## config.mk

```make
export PLATFORM = sky130hd
export DESIGN_NAME = uart_word_packer
export DESIGN_NICKNAME = d
export VERILOG_FILES = /design/src/rtl/uart_word_packer.sv
export SDC_FILE = /design/constraint.sdc
export NUM_CORES = 1
export LEC_CHECK = 0
export ABC_AREA = 0
export CAP_MARGIN = 15
export CORE_MARGIN = 1
export CORE_UTILIZATION = 51
export CTS_CLUSTER_SIZE = 28
export DETAILED_ROUTE_END_ITERATION = 8
export GPL_ROUTABILITY_DRIVEN = 1
export PLACE_DENSITY_LB_ADDON = 0.08
export SETUP_SLACK_MARGIN = 0.02
export SLEW_MARGIN = 20
export SYNTH_ARGS = -nofsm -noshare
export SYNTH_HDL_FRONTEND = slang
export SYNTH_SLANG_ARGS = --single-unit
export TNS_END_PERCENT = 30
```

## constraint.sdc

```tcl
create_clock -name clk_i -period 2.75 [get_ports clk_i]
set_input_delay 0.55 -clock clk_i [delete_from_list [all_inputs] [get_ports clk_i]]
set_output_delay 0.55 -clock clk_i [all_outputs]
set_load 0.1 [all_outputs]
```

## src/rtl/uart_word_packer.sv

```systemverilog
// Packs the UART RX byte stream MSB-first into 32-bit words and writes them to consecutive RAM
// addresses, flagging done after WORD_COUNT words. Optional idle timeout: define RX_TIMEOUT_EN.
module uart_word_packer #(
  parameter int WORD_COUNT = 2405,
  parameter int ADDR_W     = 12
`ifdef RX_TIMEOUT_EN
  ,parameter int TIMEOUT_CYCLES = 100000
`endif
) (
  input  logic              clk_i,
  input  logic              rst_ni,
  input  logic              en_i,
  input  logic              clear_i,
  input  logic              rx_valid_i,
  input  logic [7:0]        rx_byte_i,
  output logic              ram_en_o,
  output logic              ram_we_o,
  output logic [ADDR_W-1:0] ram_addr_o,
  output logic [31:0]       ram_data_o,
  output logic [ADDR_W-1:0] word_cnt_o,
  output logic              busy_o,
  output logic              done_o,
  output logic              timeout_err_o
);

  typedef enum logic [1:0] {S_IDLE, S_COLLECT, S_WRITE, S_DONE} state_t;

  state_t      state;
  logic [1:0]  byte_idx;
  logic [23:0] partial;
  logic        accept;
  logic        last_write;
  logic        timeout_hit;

  assign accept     = en_i && rx_valid_i && (state != S_DONE);
  assign last_write = (state == S_WRITE) && (word_cnt_o == ADDR_W'(WORD_COUNT - 1));

`ifdef RX_TIMEOUT_EN
  localparam int TW = $clog2(TIMEOUT_CYCLES + 1);

  logic [TW-1:0] idle_cnt;
  logic          idle_tick;
  logic          timeout_err_q;

  // Only a partially filled word can time out; en_i=0 freezes the count.
  assign idle_tick   = (state == S_COLLECT) && (byte_idx != 2'd0) && en_i && !rx_valid_i;
  assign timeout_hit = idle_tick && (idle_cnt == TW'(TIMEOUT_CYCLES - 1));

  always_ff @(posedge clk_i or negedge rst_ni) begin
    if (!rst_ni) begin
      idle_cnt      <= '0;
      timeout_err_q <= 1'b0;
    end else if (clear_i) begin
      idle_cnt      <= '0;
      timeout_err_q <= 1'b0;
    end else if (accept || timeout_hit) begin
      idle_cnt <= '0;
      if (timeout_hit) timeout_err_q <= 1'b1;
    end else if (idle_tick) begin
      idle_cnt <= idle_cnt + TW'(1);
    end
  end

  assign timeout_err_o = timeout_err_q;
`else
  assign timeout_hit   = 1'b0;
  assign timeout_err_o = 1'b0;
`endif

  // NOTE: sequential state uses non-blocking (<=) so every register samples pre-edge values.
  always_ff @(posedge clk_i or negedge rst_ni) begin
    if (!rst_ni) begin
      state      <= S_IDLE;
      byte_idx   <= 2'd0;
      partial    <= '0;
      ram_en_o   <= 1'b0;
      ram_we_o   <= 1'b0;
      ram_addr_o <= '0;
      ram_data_o <= '0;
      word_cnt_o <= '0;
      busy_o     <= 1'b0;
      done_o     <= 1'b0;
    end else if (clear_i) begin
      // Clear outranks any byte arriving now; last written addr/data are simply held.
      state      <= S_IDLE;
      byte_idx   <= 2'd0;
      partial    <= '0;
      ram_en_o   <= 1'b0;
      ram_we_o   <= 1'b0;
      word_cnt_o <= '0;
      busy_o     <= 1'b0;
      done_o     <= 1'b0;
    end else begin
      ram_en_o <= 1'b0;
      ram_we_o <= 1'b0;

      if (state == S_WRITE) begin
        word_cnt_o <= word_cnt_o + ADDR_W'(1);
        if (last_write) begin
          state  <= S_DONE;
          busy_o <= 1'b0;
          done_o <= 1'b1;
        end else begin
          state <= S_COLLECT;
        end
      end

      if (accept && !last_write) begin
        busy_o <= 1'b1;
        if (byte_idx == 2'd3) begin
          ram_en_o   <= 1'b1;
          ram_we_o   <= 1'b1;
          ram_addr_o <= word_cnt_o;
          ram_data_o <= {partial, rx_byte_i};
          byte_idx   <= 2'd0;
          state      <= S_WRITE;
        end else begin
          partial  <= {partial[15:0], rx_byte_i};
          byte_idx <= byte_idx + 2'd1;
          state    <= S_COLLECT;
        end
      end else if (timeout_hit) begin
        byte_idx <= 2'd0;
      end
    end
  end

endmodule

```

After elaboration in Yosys (flattened, before gate mapping)
Cells that the tools add are included.
{"block": "totals", "regBits": 87, "wordCells": 54}
{"block": "op_classes", "addsub": 2, "n_eq_ne": 5, "mux": 23, "bitwise": 1, "n_reduce_logical": 14}
{"cell": "24-bit 2-to-1 mux", "count": 3}
{"cell": "12-bit 2-to-1 mux", "count": 2}
{"cell": "2-bit 2-to-1 mux", "count": 8}
{"cell": "12-bit by 1-bit adder with 12-bit output, second input constant", "count": 1}
{"cell": "12-bit == test, second input constant", "count": 1}
{"cell": "1-bit 2-to-1 mux", "count": 10}
{"cell": "2-bit AND reduction", "count": 3}
{"cell": "2-bit nonzero test", "count": 3}
{"cell": "3-bit nonzero test", "count": 2}
{"cell": "2-bit == test, second input constant", "count": 2}
{"cell": "1-bit logical AND", "count": 4}
{"cell": "2-bit inequality test, second input constant", "count": 2}
{"cell": "3-bit AND reduction", "count": 1}
{"cell": "2-bit by 1-bit adder with 2-bit output, second input constant", "count": 1}
{"cell": "1-bit zero test", "count": 1}
{"cell": "1-bit NOT", "count": 1}

Longest topological paths before layout
Gate-level depths: netlist of the first run.
{"block": "depth", "word_depth": 6, "depth_mapped": 7, "depth_no_buf": 6}

Least setup slack after synthesis of the first run
No wires, ideal clock.
{"block": "synth_path", "kind": "register to register", "from": "register word_cnt_o[0]", "to": "register ram_addr_o[0]", "arrival_time_ps": 2630, "slack_ps": -7, "path_stages_with_launch": 8, "path_buffers": 1, "period_less_slack_ps": 2757, "cell_sequence": "dfrtp_1 -> inv_1 -> ha_1 -> nand4bb_1 -> nor4_4 -> nor4_4 -> buf_6 -> mux2_4"}
{"block": "synth_between", "elab_chain_len": 5}
{"item": "start: declaration", "line": "20", "text": "output logic [ADDR_W-1:0] word_cnt_o,"}
{"item": "start signal: assignment", "line": "98", "text": "word_cnt_o <= word_cnt_o + ADDR_W'(1);"}
{"item": "12-bit == test", "line": "36", "text": "assign last_write = (state == S_WRITE) && (word_cnt_o == ADDR_W'(WORD_COUNT - 1));"}
{"item": "1-bit logical AND", "line": "36"}
{"item": "1-bit zero test", "line": "108", "text": "if (accept && !last_write) begin"}
{"item": "1-bit logical AND", "line": "108"}
{"item": "3-bit AND reduction (no line)"}
{"item": "end signal: assignment", "line": "113", "text": "ram_addr_o <= word_cnt_o;"}
{"item": "end: declaration", "line": "18", "text": "output logic [ADDR_W-1:0] ram_addr_o,"}
Several ways; a longest one is shown, not always the timed one.
A chain may end at the register's enable or synchronous reset.

Worst setup path after layout of the first run
{"block": "layout_path", "from": "register word_cnt_o[1]", "to": "register ram_data_o[5]"}
{"block": "layout_between", "elab_chain_len": 5}
{"item": "12-bit == test", "line": "36"}
{"item": "1-bit logical AND", "line": "36"}
{"item": "1-bit zero test", "line": "108"}
{"item": "1-bit logical AND", "line": "108"}
{"item": "3-bit AND reduction (no line)"}
{"item": "end signal: assignment", "line": "114", "text": "ram_data_o <= {partial, rx_byte_i};"}
{"item": "end: declaration", "line": "19", "text": "output logic [31:0] ram_data_o,"}
Every way passes these cells.

==> impl_metrics.ini, run 1 <==
[synth]
synth_cell_types = 37
yosysWarnings = 0
synth_area_leaders = dfrtp_1 (59%), mux2_4 (15%), a22o_2 (6.5%)
synthArstFlopShare_pct = 100
ys_seq_area_share_pct = 58.6
ys_ff_latch = 87
synth_edf_count = 0
yosysTopAreaCellShare_pct = 58.6
syn_avg_cell_area_sq_um = 14.8
ys.flop_type = dfrtp_1
syn_inst = 251
synth.largest_area_cell = dfrtp_1
syn_area_sq_um = 3710
syn-num-nets = 267

[critical_path]
cp_slowest_cell = nor4_4
worstSetupEndpointType = register
cpPeakStageDelay_ns = 0.58
critPathMaxFanout = 16
cp.required_ns = 3.00
crit_type = reg2reg
cp-start-kind = register
critPathArrivalTime_ns = 2.48
critical-path-top-delay-family = simple AND/OR/NAND/NOR gates
crit_buf_inv = 2
path_cells = inv_1 > ha_1 > nand4bb_1 > nor4_4 > nor4_4 > buf_4 > mux2_4
crit_top_cell = nor4_4

[pwr]
p_leak_nw = 2.25
max-vdd-ir-drop_v = 0.000278
power_density_nw_per_um2 = 529
p_total_mw = 2.43

[clock_tree]
clock_sinks = 87
post_cts_buffers = 0
cts_tree = yes
root_buffer = clkbuf_8
clk_latency_ns = 0.36
cts_resized = 0
clockBufferDepth = 2
cts_max_level = 3
cts_made_buffers = 9
hold_buffers = 0
cts.clk_slew.worst_paths_ns = 0.09

[timing]
slew_headroom_pct = 41.3
rsz0062_at_grt = false
fmax_mhz = 449
fin_tns_setup_ns = 0
final_hold_viol_count = 0
report.final.slew_viol_count = 0
timing.final.crit_share_pct = 81.0
setup_viol = 0
worst_slew_pin_slew_ns = 0.873
period_needed_ns = 2.23
setup_ws_ns = 0.523
fin_worst_skew_ns = 0.00933

[placement]
gp_congestion = 0.714
place_ws_ns = 0.400
io_buffers = 72
hpwl_um = 4510
placed_cell_area_sq_um = 4370

[global_route]
grt_pass1_vias = 2254
grt.overflow.total = 0
grt_start_max_net_pins = 48
grt_pass1_wl_um = 11400
track_usage_pct = 19.8
antenna_found_initial = 0

[floorplanning]
fp-row-count = 30
ios = 74
initial_core_util_pct = 53.7
die_w_um = 87.3
coreArea_sq_um = 6910
dieHeight_um = 87.3
die_area_sq_um = 7620

[drt]
ant_nets = 0
vias = 2295
drt_wl_total_um = 6860
vias_per_cell = 5.37
wire_per_inst_um = 16.1
drt_iter0_drc = 137
drc = 0
drtPass1Iterations = 4

[finish]
fillers = 521
post_route_cells_drive_above_1_share_pct = 49.5
layout.cells.most_common = dfrtp_1
final_cell_area_sq_um = 4590
syn_to_final_growth_pct = 23.6
finish.utilization_pct = 66.4
antenna_cells = 0
multi_input_area_sq_um = 1410
regArea_sq_um = 2180
nets = 342
final_cell_mix = dfrtp_1 (85), buf_4 (65), mux2_4 (38)

[min_path]
min_path_type = in2async

[run_status]
status = complete, no violations

[run]
drv_cap = 0
[sequential cells by signal, summed over array words and instances, names as in the netlist]
signal	cells
partial	24
byte_idx	2
ram_addr_o	12
done_o	1
state	2
ram_data_o	32
ram_we_o	1
word_cnt_o	12
busy_o	1
[layer usage]
layer | vias up | part of all wire [%] | GRT usage, %
met4 | 0 | 2.1 | 9.39
met5 | - | 0 | 0
li1 | 1052 | - | -
met2 | 70 | 44 | 27.0
met3 | 14 | 4.5 | 3.41
met1 | 1159 | 50 | 30.4
[synthesized netlist by cell type (3+ instances only)]
master and count:
buf_2 3, ha_1 3, nor3_1 5, mux2_4 38, o21ai_0 5, nand4_1 4
nand2_1 7, a22o_2 24, nand3_1 3, a31o_2 3, mux2_2 6, nor2_1 13
xnor2_1 4, dfrtp_1 87, buf_6 6, a21oi_1 8, inv_1 5
[area by class of cell]
class	instances	area share, %
multi-input combinational	145	30.8
clock buffer	9	2.70
timing repair buffer	78	13.9
clock inverter	7	2.10
sequential	87	47.5
inverter	5	0.409
tap	96	2.62
[stage by stage]
step	instances	hold WS (ns)
finish	427	0.195
global route	427	0.234
CTS	427	0.208
detailed placement	411	0.493
global placement	411	0.492
floorplan	251	0.254
[path summary, 6_finish.rpt]
check,start,endpoint,slack (ns),cells past startpoint
worst max-delay path,word_cnt_o[1],ram_data_o[5],0.52,7
worst min-delay path,rst_ni,ram_addr_o[3],0.19,1
worst max register to register,word_cnt_o[1],ram_data_o[5],0.52,7
worst min register to register,partial[16],partial[16],0.51,1
max in group asynchronous,rst_ni,partial[1],1.92,2
min in group clk_i,partial[16],partial[16],0.51,1
[kinds of logic (layout without fill, tap and decap cells)]
family	after synthesis	in the layout	share of synthesized area (%)
DFF	87	87	58.6
other	1	1	0.101
buffers and inverters	19	99	3.47
and+or+nand+nor	49	49	8.43
muxes	44	44	17.2
xor gates and xnor gates	6	6	1.42
AOI/OAI and AO/OA	42	42	9.74
adders and majority gates	3	3	1.01
[where the power goes]
group          internal [mW]  total, mW  leakage, nW  switching (mW)
Combinational         0.0454      0.145        0.945          0.0996
Clock                  0.513      0.977        0.102           0.465
Sequential              1.29       1.31         1.21          0.0122
Total                   1.85       2.43         2.25           0.577
No activity file was read; power rests on OpenSTA's default activity.
==> run 2, diff against run 1 <==
--- a/config.mk
+++ b/config.mk
@@ -8,7 +8,7 @@
 export ABC_AREA = 0
 export CAP_MARGIN = 15
 export CORE_MARGIN = 1
-export CORE_UTILIZATION = 51
+export CORE_UTILIZATION = 46
 export CTS_CLUSTER_SIZE = 28
 export DETAILED_ROUTE_END_ITERATION = 8
 export GPL_ROUTABILITY_DRIVEN = 1
==> constraint.sdc (replaced) <==
create_clock -name clk_i -period 1.9 [get_ports clk_i]
set_input_delay 0.38 -clock clk_i [delete_from_list [all_inputs] [get_ports clk_i]]
set_output_delay 0.38 -clock clk_i [all_outputs]
set_load 0.1 [all_outputs]
==> run 2 against run 1 <==
Net effect: routed wire length grew 7.2%; via count up 4.3%; critical endpoint is now partial[2]; final cell count grew 7.3%; largest cell class unchanged; the flow now finishes with violations (negative setup slack); critical path type unchanged; fmax up 9.6%; register-to-register slack worse by 0.65 ns; clock skew increased by 0.0016 ns; core utilization is 1.4 points higher; die area up 11%.
==> impl_metrics.ini, run 2 (synthesized netlist as in run 1, its figures left out) <==
[critical_path]
reg2reg_depth = 8
critPathArrivalTime_ns = 2.32
r2r-end = partial[2]
crit_type = reg2reg
r2r_slack_ns = -0.13
cpPeakStageDelay_ns = 0.55
startpoint = word_cnt_o[0]
critPathMaxFanout = 6
path_cells = inv_4 > ha_4 > nand4bb_4 > or4_4 > a31oi_4 > buf_6 > buf_16 > a22o_2
rr_startpoint = word_cnt_o[0]
worstSetupEndpointType = register
cp_slowest_cell = or4_4
cp.required_ns = 2.19
cp-start-kind = register

[drt]
vias_per_cell = 5.23
drt_iter0_drc = 112
drtPass1Iterations = 4
drt_wl_total_um = 7360
vias = 2394
wire_per_inst_um = 16.1
ant_nets = 0
drc = 0

[finish]
largest_register = ram_data_o
finish.utilization_pct = 67.9
largest_reg_flops = 32
reg_top3 = ram_data_o (32), partial (24)
syn_to_final_growth_pct = 42.1
final_cell_mix = dfrtp_1 (75), buf_4 (59), mux2_4 (38)
post_route_cells_drive_above_1_share_pct = 57.0
antenna_cells = 0
nets = 368
layout.cells.most_common = dfrtp_1

[floorplanning]
die_w_um = 91.8
initial_core_util_pct = 47.8
coreArea_sq_um = 7770
ios = 74
die_area_sq_um = 8430
fp-row-count = 32
dieHeight_um = 91.8

[global_route]
grt_pass1_wl_um = 12200
grt_start_max_net_pins = 43
grt.overflow.total = 0
grt_pass1_vias = 2367
antenna_found_initial = 0
track_usage_pct = 18.9

[timing]
final_hold_viol_count = 0
report.final.slew_viol_count = 0
period_needed_ns = 2.03
setup_viol = 50
setup_ws_ns = -0.131
rsz0062_at_grt = true
holdWs_ns = 0.500
fmax_mhz = 492
timing.final.crit_share_pct = 107
fin_worst_skew_ns = 0.0109

[placement]
io_buffers = 72
gp_congestion = 0.785
hpwl_um = 4950

[pwr]
p_leak_nw = 2.52
power_density_nw_per_um2 = 650
p_total_mw = 3.43
max-vdd-ir-drop_v = 0.000390

[clock_tree]
cts_max_level = 3
cts.clk_slew.worst_paths_ns = 0.09
cts_tree = yes
clock_sinks = 87
root_buffer = clkbuf_8
clk_latency_ns = 0.35
clockBufferDepth = 2
cts_made_buffers = 9

[min_path]
min_path_type = in2async

[run_status]
violations = negative setup slack
status = finished, violations left

[run]
drv_cap = 0
-- run 2: per-stage QoR --
stage	cell area, sq um	TNS, ns	setup WS (ns)	cells
floorplan	3730	-25.73	-0.429	251
global route	5270	-8.23	-0.197	458
global placement	4870	-7.85	-0.160	437
finish	5270	-3.99	-0.131	458
detailed placement	4870	-10.30	-0.180	437
CTS	5230	-4.05	-0.132	458
-- run 2: how the worst max path moves through the flow --
stage                     to  depth (start not counted)
6_report          partial[2]                          8
4_1_cts           partial[5]                          8
5_1_grt          partial[23]                          8
2_1_floorplan  ram_addr_o[0]                          7
3_3_place_gp      partial[0]                          7
3_5_place_dp      partial[5]                          7
-- run 2: worst max-delay path: cells and delay by family (launching register included) --
family          cells  cell delay (ns)
simple gates        2             0.66
flops               1             0.49
buf+inv             3             0.35
compound gates      2             0.33
fa+ha+maj           1             0.13
-- run 2: repair_timing --
| item | 4_1_cts | 5_1_grt |
|---|---|---|
| gates resized for setup | 12 | 7 |
| cloned | 2 | 0 |
| endpoints found under the setup margin | 70 | 70 |
| hold buffers | 1 | 0 |
| setup buffers | 3 | 0 |
| endpoints found under the hold margin | 28 | 0 |
| pin swaps | 1 | 7 |
-- run 2: metal layers --
metal / track usage, % / up-vias / part of all wire [%]
met4: 7.81 / 0 / 1.3
met1: 27.7 / 1214 / 50
met2: 27.9 / 53 / 46
li1: - / 1117 / -
met3: 3.32 / 10 / 3.4
met5: 0 / - / 0
-- run 2: layout make-up --
class                   count  area [sq um]
well taps                 102           128
repair buffers            104          1210
clock inverters             6          68.8
multi-input cells         145          1520
flip-flops and latches     87          2200
inverters                   5          21.3
fillers                   574          2490
clock buffers               9           124
-- run 2: report_power, final --
group | switching [mW] | total (mW) | internal, mW
registers | 0.0215 | 1.89 | 1.87
logic | 0.158 | 0.262 | 0.105
clock network | 0.662 | 1.27 | 0.610
==> run 3, diff against run 2 <==
--- a/config.mk
+++ b/config.mk
@@ -14,6 +14,7 @@
 export GPL_ROUTABILITY_DRIVEN = 1
 export PLACE_DENSITY_LB_ADDON = 0.08
 export SETUP_SLACK_MARGIN = 0.02
+export SKIP_LAST_GASP = 1
 export SLEW_MARGIN = 20
 export SYNTH_ARGS = -nofsm -noshare
 export SYNTH_HDL_FRONTEND = slang
==> run 3 against run 2 <==
Net effect: the run still ends with negative setup slack left; first-iteration DRC count is 8.9% higher; sequential share of layout area is 0.099 points higher; critical path type unchanged; non-clock buffer count is 3 higher.
==> impl_metrics.ini, run 3 (synthesized netlist as in run 1, its figures left out) <==
[critical_path]
cpPeakStageDelay_ns = 0.56
critPathArrivalTime_ns = 2.33
reg2reg_depth = 8
r2r-end = partial[11]
r2r_slack_ns = -0.14
cp_slowest_cell = or4_4
worstSetupEndpointType = register
cp.required_ns = 2.19
cp-start-kind = register
rr_startpoint = word_cnt_o[0]
crit_type = reg2reg
path_cells = inv_4 > ha_4 > nand4bb_4 > or4_4 > a31oi_4 > buf_6 > buf_16 > a22o_2
critPathMaxFanout = 6

[timing]
fmax_mhz = 491
setup_viol = 62
timing.final.crit_share_pct = 107
final_hold_viol_count = 0
period_needed_ns = 2.04
rsz0062_at_grt = true
setup_ws_ns = -0.136
holdWs_ns = 0.500
fin_worst_skew_ns = 0.0105
report.final.slew_viol_count = 0

[min_path]
min_path_type = in2async

[drt]
drt_iter0_drc = 122
drt_wl_total_um = 7420
drtPass1Iterations = 4
ant_nets = 0
drc = 0
wire_per_inst_um = 16.1
vias_per_cell = 5.13
vias = 2366

[floorplanning]
fp-row-count = 32
die_area_sq_um = 8430
coreArea_sq_um = 7770
initial_core_util_pct = 47.8
ios = 74
die_w_um = 91.8
dieHeight_um = 91.8

[clock_tree]
cts.clk_slew.worst_paths_ns = 0.09
cts_made_buffers = 9
clk_latency_ns = 0.35
cts_max_level = 3
cts_tree = yes
clockBufferDepth = 2
root_buffer = clkbuf_8
clock_sinks = 87

[placement]
gp_congestion = 0.785
place_ws_ns = -0.180
dpl.cell_count = 437
io_buffers = 72
placed_cell_area_sq_um = 4870
hpwl_um = 4950

[pwr]
max-vdd-ir-drop_v = 0.000391
p_leak_nw = 2.51
power_density_nw_per_um2 = 651
p_total_mw = 3.42

[global_route]
grt_pass1_vias = 2338
grt.overflow.total = 0
antenna_found_initial = 0
grt_start_max_net_pins = 43
grt_pass1_wl_um = 12100
track_usage_pct = 18.8

[finish]
multi_input_area_sq_um = 1490
largest_reg_flops = 32
post_route_cells_drive_above_1_share_pct = 57.1
syn_to_final_growth_pct = 41.7
reg_top3 = ram_data_o (32), partial (24)
largest_register = ram_data_o
antenna_cells = 0
fillers = 572
regArea_sq_um = 2200
final_cell_area_sq_um = 5260
layout.cells.most_common = dfrtp_1
nets = 371
final_cell_mix = dfrtp_1 (75), buf_4 (62), mux2_4 (38)
final_cells = 461

[run_status]
violations = negative setup slack
status = finished, violations left

[run]
drv_cap = 0
-- run 3: cell count changes in the layout (fill, tap and decap cells not counted) --
cell      before  now
buf_6          3    2
a22o_2        14   17
a311oi_1       0    1
buf_4         59   62
a22o_4        10    7
buf_2          0    1
a311oi_2       1    0
-- run 3: per-stage QoR --
step,TNS [ns],util (%)
floorplan,-25.73,-
global placement,-7.85,62.7
detailed placement,-10.30,62.7
CTS,-6.82,67.0
global route,-10.60,67.7
finish,-4.88,67.7
-- run 3: power breakdown --
group | internal [mW] | switching [mW] | total, mW
combinational | 0.102 | 0.156 | 0.258
sequential | 1.87 | 0.0209 | 1.89
clock | 0.610 | 0.663 | 1.27
-- run 3: repair_timing --
item	CTS	global route
pin swaps	0	2
cloned	2	1
resized for setup	9	5
setup buffers	3	2
endpoints found under the hold margin	28	0
hold buffers	1	0
setup endpoints to repair	70	70
-- run 3: worst max path at each step --
stage	startpoint	to	depth (start not counted)
2_1_floorplan	word_cnt_o[0]	ram_addr_o[0]	7
3_3_place_gp	word_cnt_o[1]	partial[0]	7
5_1_grt	word_cnt_o[0]	partial[12]	8
4_1_cts	word_cnt_o[0]	partial[5]	8
6_report	word_cnt_o[0]	partial[11]	8
3_5_place_dp	word_cnt_o[0]	partial[5]	7
-- run 3: area by class of cell --
cell class | count | area share (%)
Tap cell | 102 | 2.43
Timing Repair Buffer | 107 | 23.4
Inverter | 5 | 0.404
Multi-Input combinational cell | 145 | 28.4
Sequential cell | 87 | 41.8
Clock inverter | 6 | 1.31
Clock buffer | 9 | 2.35
-- run 3: critical path: cells and delay by family (launching register included) --
kind,cells,cell delay [ns]
DFF,1,0.49
and+or+nand+nor,2,0.67
buffers and inverters,3,0.36
adders and majority gates,1,0.13
AOI/OAI and AO/OA,2,0.33
-- run 3: per-layer routing --
layer | up-vias | wire, um | GRT usage [%]
met1 | 1189 | 3690 | 27.8
met2 | 49 | 3400 | 27.4
met5 | - | 0 | 0
met4 | 0 | 95 | 7.81
li1 | 1118 | - | -
met3 | 10 | 243 | 3.32
